$ cat src/rtl/mem_arb_pkg.sv
// Shared types and default widths for the instruction/data memory arbiter.
package mem_arb_pkg;

   localparam int unsigned ADDR_W_DEF       = 32;
   localparam int unsigned DATA_W_DEF       = 32;
   localparam int unsigned STARVE_LIMIT_DEF = 4;

   // Arbiter FSM: waiting for a request, or owning memory for one port
   typedef enum logic [1:0] {
      IDLE   = 2'd0,
      BUSY_I = 2'd1,
      BUSY_D = 2'd2
   } arb_state_e;

endpackage : mem_arb_pkg

$ cat src/rtl/arb_starve_cnt.sv
// Counts data grants that overtook a waiting fetch; flags when the fetch must win.
module arb_starve_cnt
   import mem_arb_pkg::*;
#(
   parameter int unsigned STARVE_LIMIT = STARVE_LIMIT_DEF
) (
   input  logic clk_i,
   input  logic rst_i,
   input  logic inc,
   input  logic clr,
   output logic at_limit
);

   localparam int unsigned CNT_W = $clog2(STARVE_LIMIT + 1);

   logic [CNT_W-1:0] cnt_q;
   logic [CNT_W-1:0] cnt_d;
   logic             at_limit_q;

   // Saturating increment; clear has priority over increment
   always_comb begin
      cnt_d = cnt_q;
      if (clr) begin
         cnt_d = '0;
      end else if (inc && (cnt_q != CNT_W'(STARVE_LIMIT))) begin
         cnt_d = cnt_q + CNT_W'(1);
      end
   end

   // Count register plus a registered limit flag derived from the next count
   always_ff @(posedge clk_i) begin
      if (rst_i) begin
         cnt_q      <= '0;
         at_limit_q <= 1'b0;
      end else begin
         cnt_q      <= cnt_d;
         at_limit_q <= (cnt_d == CNT_W'(STARVE_LIMIT));
      end
   end

   assign at_limit = at_limit_q;

endmodule : arb_starve_cnt

$ cat src/rtl/mem_arbiter.sv
// Two-requester (fetch / load-store) arbiter onto a single request/ack memory port.
module mem_arbiter
   import mem_arb_pkg::*;
#(
   parameter int unsigned ADDR_W       = ADDR_W_DEF,
   parameter int unsigned DATA_W       = DATA_W_DEF,
   parameter int unsigned STARVE_LIMIT = STARVE_LIMIT_DEF
) (
   input  logic              clk_i,
   input  logic              rst_i,
   // instruction port
   input  logic              i_req_i,
   input  logic [ADDR_W-1:0] i_addr_i,
   output logic [DATA_W-1:0] i_rdata_o,
   output logic              i_valid_o,
   output logic              i_stall_o,
   // data port
   input  logic              d_req_i,
   input  logic              d_we_i,
   input  logic [ADDR_W-1:0] d_addr_i,
   input  logic [DATA_W-1:0] d_wdata_i,
   output logic [DATA_W-1:0] d_rdata_o,
   output logic              d_valid_o,
   output logic              d_stall_o,
   // memory port
   output logic              mem_req_o,
   output logic              mem_we_o,
   output logic [ADDR_W-1:0] mem_addr_o,
   output logic [DATA_W-1:0] mem_wdata_o,
   input  logic              mem_ack_i,
   input  logic [DATA_W-1:0] mem_rdata_i
);

   arb_state_e        state_q;
   logic              mem_req_q;
   logic              mem_we_q;
   logic [ADDR_W-1:0] mem_addr_q;
   logic [DATA_W-1:0] mem_wdata_q;
   logic              i_valid_q;
   logic              d_valid_q;
   logic [DATA_W-1:0] i_rdata_q;
   logic [DATA_W-1:0] d_rdata_q;

   logic              i_elig;
   logic              d_elig;
   logic              gnt_inst;
   logic              gnt_data;
   logic              starve_inc;
   logic              starve_clr;
   logic              starve_at_limit;

   // Grant decision; a port completing this cycle sits out so a held request is not re-served
   always_comb begin
      i_elig     = i_req_i & ~i_valid_q;
      d_elig     = d_req_i & ~d_valid_q;
      gnt_data   = 1'b0;
      gnt_inst   = 1'b0;
      if (state_q == IDLE) begin
         gnt_data = d_elig & (~i_elig | ~starve_at_limit);
         gnt_inst = i_elig & ~gnt_data;
      end
      starve_inc = gnt_data & i_req_i;
      starve_clr = gnt_inst | (gnt_data & ~i_req_i);
   end

   arb_starve_cnt #(
      .STARVE_LIMIT (STARVE_LIMIT)
   ) u_starve (
      .clk_i    (clk_i),
      .rst_i    (rst_i),
      .inc      (starve_inc),
      .clr      (starve_clr),
      .at_limit (starve_at_limit)
   );

   // Arbiter FSM with registered memory command, completion pulses and read data
   always_ff @(posedge clk_i) begin
      if (rst_i) begin
         state_q     <= IDLE;
         mem_req_q   <= 1'b0;
         mem_we_q    <= 1'b0;
         mem_addr_q  <= '0;
         mem_wdata_q <= '0;
         i_valid_q   <= 1'b0;
         d_valid_q   <= 1'b0;
         i_rdata_q   <= '0;
         d_rdata_q   <= '0;
      end else begin
         i_valid_q <= 1'b0;
         d_valid_q <= 1'b0;
         case (state_q)
            IDLE: begin
               if (gnt_data) begin
                  state_q     <= BUSY_D;
                  mem_req_q   <= 1'b1;
                  mem_we_q    <= d_we_i;
                  mem_addr_q  <= d_addr_i;
                  mem_wdata_q <= d_wdata_i;
               end else if (gnt_inst) begin
                  state_q    <= BUSY_I;
                  mem_req_q  <= 1'b1;
                  mem_we_q   <= 1'b0;
                  mem_addr_q <= i_addr_i;
               end
            end
            BUSY_I: begin
               if (mem_ack_i) begin
                  state_q   <= IDLE;
                  mem_req_q <= 1'b0;
                  i_valid_q <= 1'b1;
                  i_rdata_q <= mem_rdata_i;
               end
            end
            BUSY_D: begin
               if (mem_ack_i) begin
                  state_q   <= IDLE;
                  mem_req_q <= 1'b0;
                  d_valid_q <= 1'b1;
                  if (!mem_we_q) begin
                     d_rdata_q <= mem_rdata_i;
                  end
               end
            end
            default: begin
               state_q   <= IDLE;
               mem_req_q <= 1'b0;
            end
         endcase
      end
   end

   assign mem_req_o   = mem_req_q;
   assign mem_we_o    = mem_we_q;
   assign mem_addr_o  = mem_addr_q;
   assign mem_wdata_o = mem_wdata_q;
   assign i_valid_o   = i_valid_q;
   assign d_valid_o   = d_valid_q;
   assign i_rdata_o   = i_rdata_q;
   assign d_rdata_o   = d_rdata_q;

   // Stalls follow the request combinationally and release in the completion cycle
   assign i_stall_o   = i_req_i & ~i_valid_q;
   assign d_stall_o   = d_req_i & ~d_valid_q;

endmodule : mem_arbiter

$ cat config.mk
export PLATFORM = sky130hd
export DESIGN_NAME = mem_arbiter
export DESIGN_NICKNAME = d
export VERILOG_FILES = /design/src/rtl/mem_arb_pkg.sv /design/src/rtl/arb_starve_cnt.sv /design/src/rtl/mem_arbiter.sv
export SDC_FILE = /design/constraint.sdc
export NUM_CORES = 1
export LEC_CHECK = 0
export ABC_AREA = 1
export CAP_MARGIN = 25
export CELL_PAD_IN_SITES_DETAIL_PLACEMENT = 2
export CELL_PAD_IN_SITES_GLOBAL_PLACEMENT = 2
export CORE_MARGIN = 2
export CORE_UTILIZATION = 22
export CTS_CLUSTER_DIAMETER = 100
export DETAILED_ROUTE_END_ITERATION = 12
export PLACE_DENSITY_LB_ADDON = 0.1
export SLEW_MARGIN = 0
export SYNTH_ARGS = -nofsm -noshare
export SYNTH_HDL_FRONTEND = slang
export SYNTH_SLANG_ARGS = --single-unit
$ cat constraint.sdc
create_clock -name clk_i -period 2.4 [get_ports clk_i]
set_input_delay 0.6 -clock clk_i [delete_from_list [all_inputs] [get_ports clk_i]]
set_output_delay 0.6 -clock clk_i [all_outputs]
set_load 0.02 [all_outputs]
==> key figures, run 1 <==
Placement
  – RePlAce Congestion: 0.7232
  – Port Buf Inserts: 267
  – Post-DP HPWL: 15450 um
  – Post-Place Cells: 1331
  – Area after DPL: 8559 um2
  – Pre-CTS setup slack: -39.97 ps

Power
  – Power density cells: 771.5 nW/um2
  – Leakage: 0.003945 uW
  – Pwr Total: 7114 uW
  – Worst VDD drop: 0.3960 mV

STA
  – Slew @ Worst Pin: 414.9 ps
  – Period utilization: 0.9063
  – Slew HR: 0.7231
  – Slew Viols, Final: 0
  – Setup-failing EPs final: 0
  – Worst setup margin: 224.8 ps
  – RSZ-0062 raised after global routing: false
  – Fin. Hold Viols: 0
  – Period minus WS final: 2175 ps
  – Final worst clock skew: 14.06 ps
  – Fmax: 0.4597 GHz

Hold path
  – Hold crit path type: register to register
  – Worst Hold Depth: 2
  – Hold Path Origin: mem_req_o$_SDFFE_PP0P_

Setup path
  – Arrival @ worst endpoint: 1580 ps
  – Critical path startpoint category: input port
  – Crit path cell chain: clkdlybuf4s50_1 > nand2_1 > inv_2 > dlygate4sd2_1
  – CP Class: input port to primary output
  – Reg2Reg Setup Slack: 820 ps
  – Critical path origin: i_req_i
  – Bufs and invs on worst path: 3
  – Critical Path RT: 1800 ps
  – Setup crit end kind: primary output
  – Reg2Reg Launch Point: state_q[1]$_SDFFE_PP0P_
  – Worst reg2reg path depth: 7
  – Instance count on the critical path: 4
  – Worst path max stage delay: 500 ps
  – Crit-path max FO: 2
  – Crit path max-delay cell type: clkdlybuf4s50_1
  – Delay-heaviest family, CP: buffers and inverters

Floorplan
  – Die width: 162.2 um
  – Full die area: 26300 um2
  – Initial core utilization: 0.2250
  – Die H: 162.2 um
  – Top-Level Pins: 268
  – Row cnt: 57
  – Core ar.: 24460 um2

Cells and area
  – Diodes inserted: 0
  – Fill cell count: 2795
  – Post-Layout Cell Count: 1362
  – Total Nets Final: 1165
  – Area Growth Syn to Fin: 67.54%
  – Share of cells above drive strength 1: 0.05588
  – Finished layout cell area: 9221 um2

Drt
  – DRC errors left: 0
  – Routed WL per cell: 15.78 um
  – M1 WL: 9403 um
  – Top routing layer used: met5
  – Vias: 5807
  – Met3 wire length: 1714 um
  – Routed met2 length: 10210 um
  – First DRT Iteration DRCs: 261
  – First drt pass iteration count: 4
  – Vias/cell: 4.264
  – Post-route ant nets: 0
  – Drt total wl: 21500 um

Yosys
  – Synth Cell Area: 5504 um2
  – Netlist cell types: 20
  – Number of synthesized register bits: 138
  – EDFF count, synth: 0
  – Syn Inst Count: 770
  – Register area share after synthesis: 0.5019
  – Asr flop ratio synth: 0
  – Post-Synthesis Net Count: 909
  – Synth Warn #: 0
  – Syn Area/Cell: 7.148 um2
  – Ys flop type: dfxtp_1

Job
  – Max-cap violations: 0

CTS
  – Clk buf depth: 2
  – Count of hold-fix buffers inserted at cts: 0
  – Worst-path clk slew: 50 ps
  – Total CTS buffers: 17
  – H-tree levels: 4
  – Clock latency on the worst-skew pair: 420 ps
  – CTS tree: built
  – Root Buffer: clkbuf_16
  – Clock sink total: 138

Global routing
  – Total global routing track utilization: 0.1632
  – First-pass GRT wire length: 33490 um
  – Total gr overflow: 0
  – Initial antenna violation count: 1
  – Largest net degree at the start of global routing: 70
  – Vias in the first global route: 6055

Status
  – Status: finished, final reports clean
-- Yosys cell counts (4+ instances only) --
cell / count / share of area
clkbuf_1: 25 / 0.017
nand3_1: 4 / 0.0036
buf_2: 10 / 0.0091
buf_6: 7 / 0.014
dfxtp_1: 138 / 0.50
nor2_1: 137 / 0.093
a21oi_1: 68 / 0.062
o21ai_0: 88 / 0.080
nand2_1: 185 / 0.13
buf_4: 4 / 0.0055
ha_1: 5 / 0.011
o21ai_1: 9 / 0.0082
inv_1: 80 / 0.055
-- tightest hold or removal path, stage by stage (launching register included) --
cell	delay [ps]
dfxtp_1	300
inv_1	50
a21oi_1	50
-- per-stage QoR --
stage | setup TNS, ps | hold slack, ps | utilization
after floorplan | 0 | 475.5 | -
after global placement | -9.037 | 441.8 | 0.3499
after detailed placement | -39.97 | 439.0 | 0.3499
after CTS | 0 | 447.8 | 0.3770
after global routing | 0 | 464.3 | 0.3770
final | 0 | 442.8 | 0.3770
-- metal layers --
layer | track usage | up-vias
li1 | - | 2897
met1 | 0.1959 | 2732
met2 | 0.2770 | 162
met3 | 0.06410 | 14
met4 | 0.03419 | 2
met5 | 0 | -
-- worst paths after layout --
kind | endpoint
worst max-delay path | i_stall_o
worst min-delay path | mem_req_o$_SDFFE_PP0P_
worst max register to register | mem_wdata_o[0]$_SDFFE_PP0P_
worst min register to register | mem_req_o$_SDFFE_PP0P_
-- state kept, by name, summed over array words and instances (netlist names) --
signal and cells:
d_rdata_o 32, d_valid_o 1, i_rdata_o 32, i_valid_o 1, mem_addr_o 32, mem_req_o 1, mem_wdata_o 32, mem_we_o 1
state_q 2, u_starve.at_limit 1, u_starve.cnt_q 3
-- final cells by class --
class	count	area, um2	area share
inverter	82	307.8	0.03338
clock inverter	12	210.2	0.02280
timing repair buffer	285	2899	0.3144
clock buffer	19	452.9	0.04912
sequential	138	2763	0.2996
tap	324	405.4	0.04396
multi-input combinational	502	2183	0.2368
-- logic make-up after synthesis --
family | count (synthesis) | share of synthesized area
DFF | 138 | 0.5019
buffers and inverters | 130 | 0.1032
adders and majority gates | 5 | 0.01137
and+or+nand+nor | 330 | 0.2303
xor gates and xnor gates | 1 | 0.001592
AOI/OAI and AO/OA | 166 | 0.1516
-- cells in the final DEF, fill, tap and decap left out, types with 5 or more instances in the layout --
cell / instances
clkdlybuf4s50_1: 264
nand2_1: 185
dfxtp_1: 138
nor2_1: 136
o21ai_0: 88
inv_1: 80
a21oi_1: 68
clkbuf_16: 17
buf_4: 11
o21ai_1: 9
buf_12: 8
ha_1: 5
bufinv_16: 5
-- timing repair --
action                                  CTS  global route
endpoints found under the setup margin    1             0
gates resized for setup                   1             0
setup buffers                             0             0
-- power by group --
part           internal (uW)  switching, uW
registers               2480           93.7
logic                    729            816
clock network           1910           1080
total                   5120           1990
No activity file was read; power rests on OpenSTA's default activity.
==> run 2, diff against run 1 <==
- CORE_UTILIZATION: 22 -> 34
- DONT_BUFFER_PORTS: unset -> 1
- PLACE_DENSITY: unset -> 0.81
- PLACE_DENSITY_LB_ADDON: 0.1 -> unset
- SLEW_MARGIN: 0 -> unset
==> key figures, run 2 (same netlist as run 1, synthesis figures left out) <==
Drt
  – Post-route ant nets: 0 (unchanged)
  – Routed WL per cell: 17.95 um (+14%)
  – Vias: 4843 (-17%)
  – Vias/cell: 4.947 (+16%)
  – First DRT Iteration DRCs: 125 (-52%)
  – DRC errors left: 0 (unchanged)
  – First drt pass iteration count: 4 (unchanged)
  – Drt total wl: 17580 um (-18%)

Floorplan
  – Initial core utilization: 0.3477 (+0.1227)
  – Top-Level Pins: 268 (unchanged)
  – Die H: 131.2 um (-19%)
  – Die width: 131.2 um (-19%)
  – Full die area: 17220 um2 (-35%)
  – Row cnt: 46 (-19%)
  – Core ar.: 15830 um2 (-35%)

Global routing
  – Largest net degree at the start of global routing: 71 (+1.4%)
  – Vias in the first global route: 5363 (-11%)
  – Global route hottest layer: met2
  – Total global routing track utilization: 0.2023 (+0.03901)
  – Total gr overflow: 0 (unchanged)
  – Grt met2 use: 0.3909 (+0.1140)
  – GR met3 Demand/Resource: 0.07870 (+0.01461)
  – M1 GR Usage: 0.1967 (+0.0008308)
  – First-pass GRT wire length: 28210 um (-16%)
  – Initial antenna violation count: 0 (-1)

Cells and area
  – Total Nets Final: 889 (-24%)
  – Most frequent cells in the layout: nand2_1, dfxtp_1, nor2_1
  – Area Growth Syn to Fin: 13.66%
  – Finished layout cell area: 6256 um2 (-32%)
  – Commonest non-fill, non-tap cell in the layout: nand2_1
  – Share of cells above drive strength 1: 0.06160 (+0.005722)
  – Diodes inserted: 0 (unchanged)

CTS
  – Post-cts repair resize count: 0 (-1)
  – Clock sink total: 138 (unchanged)
  – Worst-path clk slew: 60 ps (about the same)
  – Clock latency on the worst-skew pair: 410 ps (about the same)
  – Total CTS buffers: 17 (unchanged)
  – H-tree levels: 4 (unchanged)
  – CTS tree: built
  – Count of hold-fix buffers inserted at cts: 0 (unchanged)
  – Setup Buffers After CTS: 0 (unchanged)
  – Root Buffer: clkbuf_16
  – Clk buf depth: 2 (unchanged)

STA
  – Fmax: 0.5515 GHz (+20%)
  – Final worst clock skew: 10.11 ps (-3.953 ps)
  – Setup_tns: 0 ps (unchanged)
  – Setup-failing EPs final: 0 (unchanged)
  – Fin. Hold Viols: 0 (unchanged)
  – Slew HR: 0.6614 (-0.06165)
  – Period minus WS final: 1813 ps (-361.9 ps)
  – Slew @ Worst Pin: 507.8 ps (+92.94 ps)
  – RSZ-0062 raised after global routing: false
  – Slew Viols, Final: 0 (unchanged)
  – Period utilization: 0.7555 (-0.1508)

Setup path
  – Setup crit end kind: primary output
  – Bufs and invs on worst path: 2 (-1)
  – Delay-heaviest family, CP: flip-flops
  – Crit path max-delay cell type: dfxtp_1
  – Reg2Reg Launch Point: d_valid_o$_SDFF_PP0_
  – Critical Path RT: 1800 ps (about the same)
  – Worst path max stage delay: 490 ps (about the same)
  – Arrival @ worst endpoint: 1210 ps (-370 ps)
  – CP Class: register to primary output
  – Critical path startpoint category: register
  – Crit-path max FO: 3 (+1)
  – Reg2Reg Setup Slack: 630 ps (-190 ps)
  – Worst r2r dst: mem_addr_o[27]$_SDFFE_PP0P_
  – Worst reg2reg path depth: 8 (+1)
  – Crit path cell chain: inv_1 > nand2_1 > inv_2

Power
  – Power density cells: 995.0 nW/um2 (+29%)
  – Worst VDD drop: 0.3563 mV (-10%)
  – Leakage: 0.002862 uW (-27%)

Hold path
  – Worst Hold Depth: 1 (-1)
  – Hold Path Origin: rst_i
  – Hold endpoint: mem_wdata_o[0]$_SDFFE_PP0P_
  – Hold crit path type: input port to register

Job
  – Max-cap violations: 0 (unchanged)

Placement
  – Port Buf Inserts: 0 (-100%)
  – Area after DPL: 5609 um2 (-34%)
  – RePlAce Congestion: 0.7624 (+5.4%)
  – Post-DP HPWL: 12650 um (-18%)

Status
  – Status: finished, final reports clean
run 2: per-stage QoR:
step,hold WS [ps],worst slack (ps),util,power (uW),instances
after floorplan,475.5,787.0,-,3378,770
after global placement,486.4,486.6,0.3544,3483,946
after detailed placement,518.0,410.6,0.3544,3552,946
after CTS,235.4,537.4,0.3935,6319,978
after global routing,232.4,387.7,0.3953,6542,979
final,259.8,586.7,0.3953,6224,979
run 2: layout make-up:
type / count / area [um2]
well taps: 216 / 270.3
multi-input cells: 502 / 2183
clock buffers: 20 / 456.7
clock inverters: 12 / 162.7
inverters: 82 / 307.8
repair buffers: 9 / 112.6
flip-flops and latches: 138 / 2763
fillers: 1859 / 9572
run 2: routing by layer:
| layer | share of wire | wire [um] |
|---|---|---|
| met1 | 0.37 | 6450 |
| met2 | 0.53 | 9378 |
| met3 | 0.086 | 1505 |
| met4 | 0.014 | 242 |
| met5 | 0 | 0 |
run 2: worst reg2reg max path: stages, from the launching register on:
cell and delay (ps):
dfxtp_1 400, nor2_4 340, nand3_2 160, inv_2 80, buf_4 370, nand2_1 140, nand2_1 110, o21ai_1 70
inv_1 60
run 2: report_power, final:
part           total (uW)  leakage [uW]  internal (uW)  switching (uW)
registers            2850       0.00113           2480             371
clock network        2740      0.000298           1710            1030
logic                 634       0.00143            212             423
total                6220       0.00286           4400            1820
run 2: worst max path at each step:
| stage | from | end | slack [ps] | depth (start not counted) |
|---|---|---|---|---|
| finish | i_valid_o$_SDFF_PP0_ | i_stall_o | 590 | 3 |
| global route | i_valid_o$_SDFF_PP0_ | mem_addr_o[16]$_SDFFE_PP0P_ | 390 | 9 |
| CTS | i_valid_o$_SDFF_PP0_ | i_stall_o | 540 | 3 |
| detailed placement | d_req_i | mem_addr_o[29]$_SDFFE_PP0P_ | 410 | 9 |
| global placement | d_req_i | mem_addr_o[27]$_SDFFE_PP0P_ | 490 | 9 |
| floorplan | d_req_i | mem_addr_o[23]$_SDFFE_PP0P_ | 790 | 9 |
==> run 3, diff against run 2 <==
- CORE_UTILIZATION: 34 -> 32
- PLACE_DENSITY: 0.81 -> 0.77
- clock period: 2.4 -> 1.7 ns (I/O delays scaled with it)
==> key figures, run 3 (same netlist as run 1, synthesis figures left out) <==
Cells and area
  – Total Nets Final: 896 (+0.79%)
  – Share of cells above drive strength 1: 0.07143 (+0.009830)
  – Commonest non-fill, non-tap cell in the layout: nand2_1
  – Area Growth Syn to Fin: 15.53%
  – Diodes inserted: 0 (unchanged)
  – Most frequent cells in the layout: nand2_1, dfxtp_1, nor2_1
  – Fill cell count: 1985 (+6.8%)

Global routing
  – Initial antenna violation count: 0 (unchanged)
  – GR met3 Demand/Resource: 0.09053 (+0.01183)
  – Total global routing track utilization: 0.1929 (-0.009397)
  – Total gr overflow: 0 (unchanged)
  – Vias in the first global route: 5303 (-1.1%)
  – Largest net degree at the start of global routing: 71 (unchanged)
  – Global route hottest layer: met2
  – Grt met2 use: 0.3429 (-0.04801)
  – First-pass GRT wire length: 27600 um (-2.2%)
  – M1 GR Usage: 0.1964 (-0.0003712)

STA
  – Worst setup margin: 108.6 ps (-478.1 ps)
  – Min Hold Slack: 81.04 ps (-178.8 ps)
  – Slew HR: 0.7405 (+0.07908)
  – Period utilization: 0.9361
  – Period minus WS final: 1591 ps
  – Setup_tns: 0 ps (unchanged)
  – Slew @ Worst Pin: 389.2 ps (-118.6 ps)
  – Setup-failing EPs final: 0 (unchanged)
  – Final worst clock skew: 12.22 ps (+2.113 ps)
  – Slew Viols, Final: 0 (unchanged)
  – Fin. Hold Viols: 0 (unchanged)
  – Fmax: 0.6284 GHz
  – RSZ-0062 raised after global routing: false

Placement
  – Port Buf Inserts: 0 (unchanged)
  – Pre-CTS setup slack: -24.34 ps (-434.9 ps)
  – Post-DP HPWL: 12780 um (+1.0%)
  – RePlAce Congestion: 0.7692 (+0.89%)

Floorplan
  – Top-Level Pins: 268 (unchanged)
  – Full die area: 18270 um2 (+6.1%)
  – Die width: 135.2 um (+3.0%)
  – Core ar.: 16700 um2 (+5.5%)
  – Initial core utilization: 0.3296 (-0.01818)
  – Row cnt: 47 (+2.2%)
  – Die H: 135.2 um (+3.0%)

Setup path
  – Arrival @ worst endpoint: 1170 ps (-40 ps)
  – Crit-path max FO: 4 (+1)
  – Critical path startpoint category: register
  – Critical Path RT: 1270 ps (-530 ps)
  – Setup crit end kind: primary output
  – CP Class: register to primary output

CTS
  – Clock sink total: 138 (unchanged)
  – H-tree levels: 4 (unchanged)
  – Setup Buffers After CTS: 0 (unchanged)
  – CTS tree: built
  – Worst-path clk slew: 60 ps (about the same)
  – Clk buf depth: 2 (unchanged)
  – Clock latency on the worst-skew pair: 420 ps (about the same)
  – Root Buffer: clkbuf_16
  – Total CTS buffers: 17 (unchanged)

Drt
  – Routed WL per cell: 18.17 um (+1.2%)
  – First DRT Iteration DRCs: 158 (+26%)
  – Drt total wl: 17990 um (+2.3%)
  – DRC errors left: 0 (unchanged)
  – First drt pass iteration count: 4 (unchanged)
  – Post-route ant nets: 0 (unchanged)
  – Vias: 4910 (+1.4%)
  – Vias/cell: 4.960 (+0.26%)

Power
  – Worst VDD drop: 0.6688 mV (+88%)
  – Pwr Total: 8851 uW (+42%)
  – Leakage: 0.002913 uW (+1.8%)
  – Power density cells: 1392 nW/um2 (+40%)

Hold path
  – Hold crit path type: input port to register

Status
  – Status: finished, final reports clean

Job
  – Max-cap violations: 0 (unchanged)
run 3: timing repair:
item | 4_1_cts | 5_1_grt
endpoints found under the setup margin | 3 | 33
cloned | 0 | 1
gates resized for setup | 1 | 6
hold buffers | 0 | 0
run 3: area by class of cell:
type / instances / area, um2 / area share
multi-input combinational: 502 / 2193 / 0.3449
clock buffer: 18 / 429.2 / 0.06749
timing repair buffer: 16 / 207.7 / 0.03266
clock inverter: 14 / 182.7 / 0.02873
sequential: 138 / 2763 / 0.4345
tap: 220 / 275.3 / 0.04329
inverter: 82 / 307.8 / 0.04841
run 3: power breakdown:
| part | switching (uW) | leakage, uW | internal (uW) | total (uW) |
|---|---|---|---|---|
| clock | 1520 | 0.000295 | 2350 | 3870 |
| combinational | 620 | 0.00149 | 344 | 964 |
| sequential | 517 | 0.00113 | 3500 | 4020 |
run 3: critical path, stage by stage, from the launching register on:
cell,delay [ps]
dfxtp_1,340
nor2_4,210
buf_4,210
run 3: metal layers:
| layer | up-vias | share of wire |
|---|---|---|
| met2 | 196 | 0.50 |
| met5 | - | 0 |
| met1 | 2324 | 0.36 |
| li1 | 2357 | - |
| met3 | 33 | 0.11 |
| met4 | 0 | 0.027 |
run 3: metrics by stage:
step,area (um2),std cells,util
detailed placement,5704,957,0.3415
global placement,5704,957,0.3415
floorplan,5504,770,-
CTS,6320,989,0.3784
global route,6359,990,0.3807
finish,6359,990,0.3807
run 3: path summary, 6_finish.rpt:
path                                 from                      endpoint  slack (ps)  depth (start not counted)
setup / recovery     d_valid_o$_SDFF_PP0_                     d_stall_o         110                          2
hold / removal                      rst_i  mem_wdata_o[24]$_SDFFE_PP0P_          80                          1
setup reg to reg  state_q[0]$_SDFFE_PP0P_    mem_addr_o[1]$_SDFFE_PP0P_         150                          9
hold reg to reg   state_q[0]$_SDFFE_PP0P_       state_q[0]$_SDFFE_PP0P_         520                          2
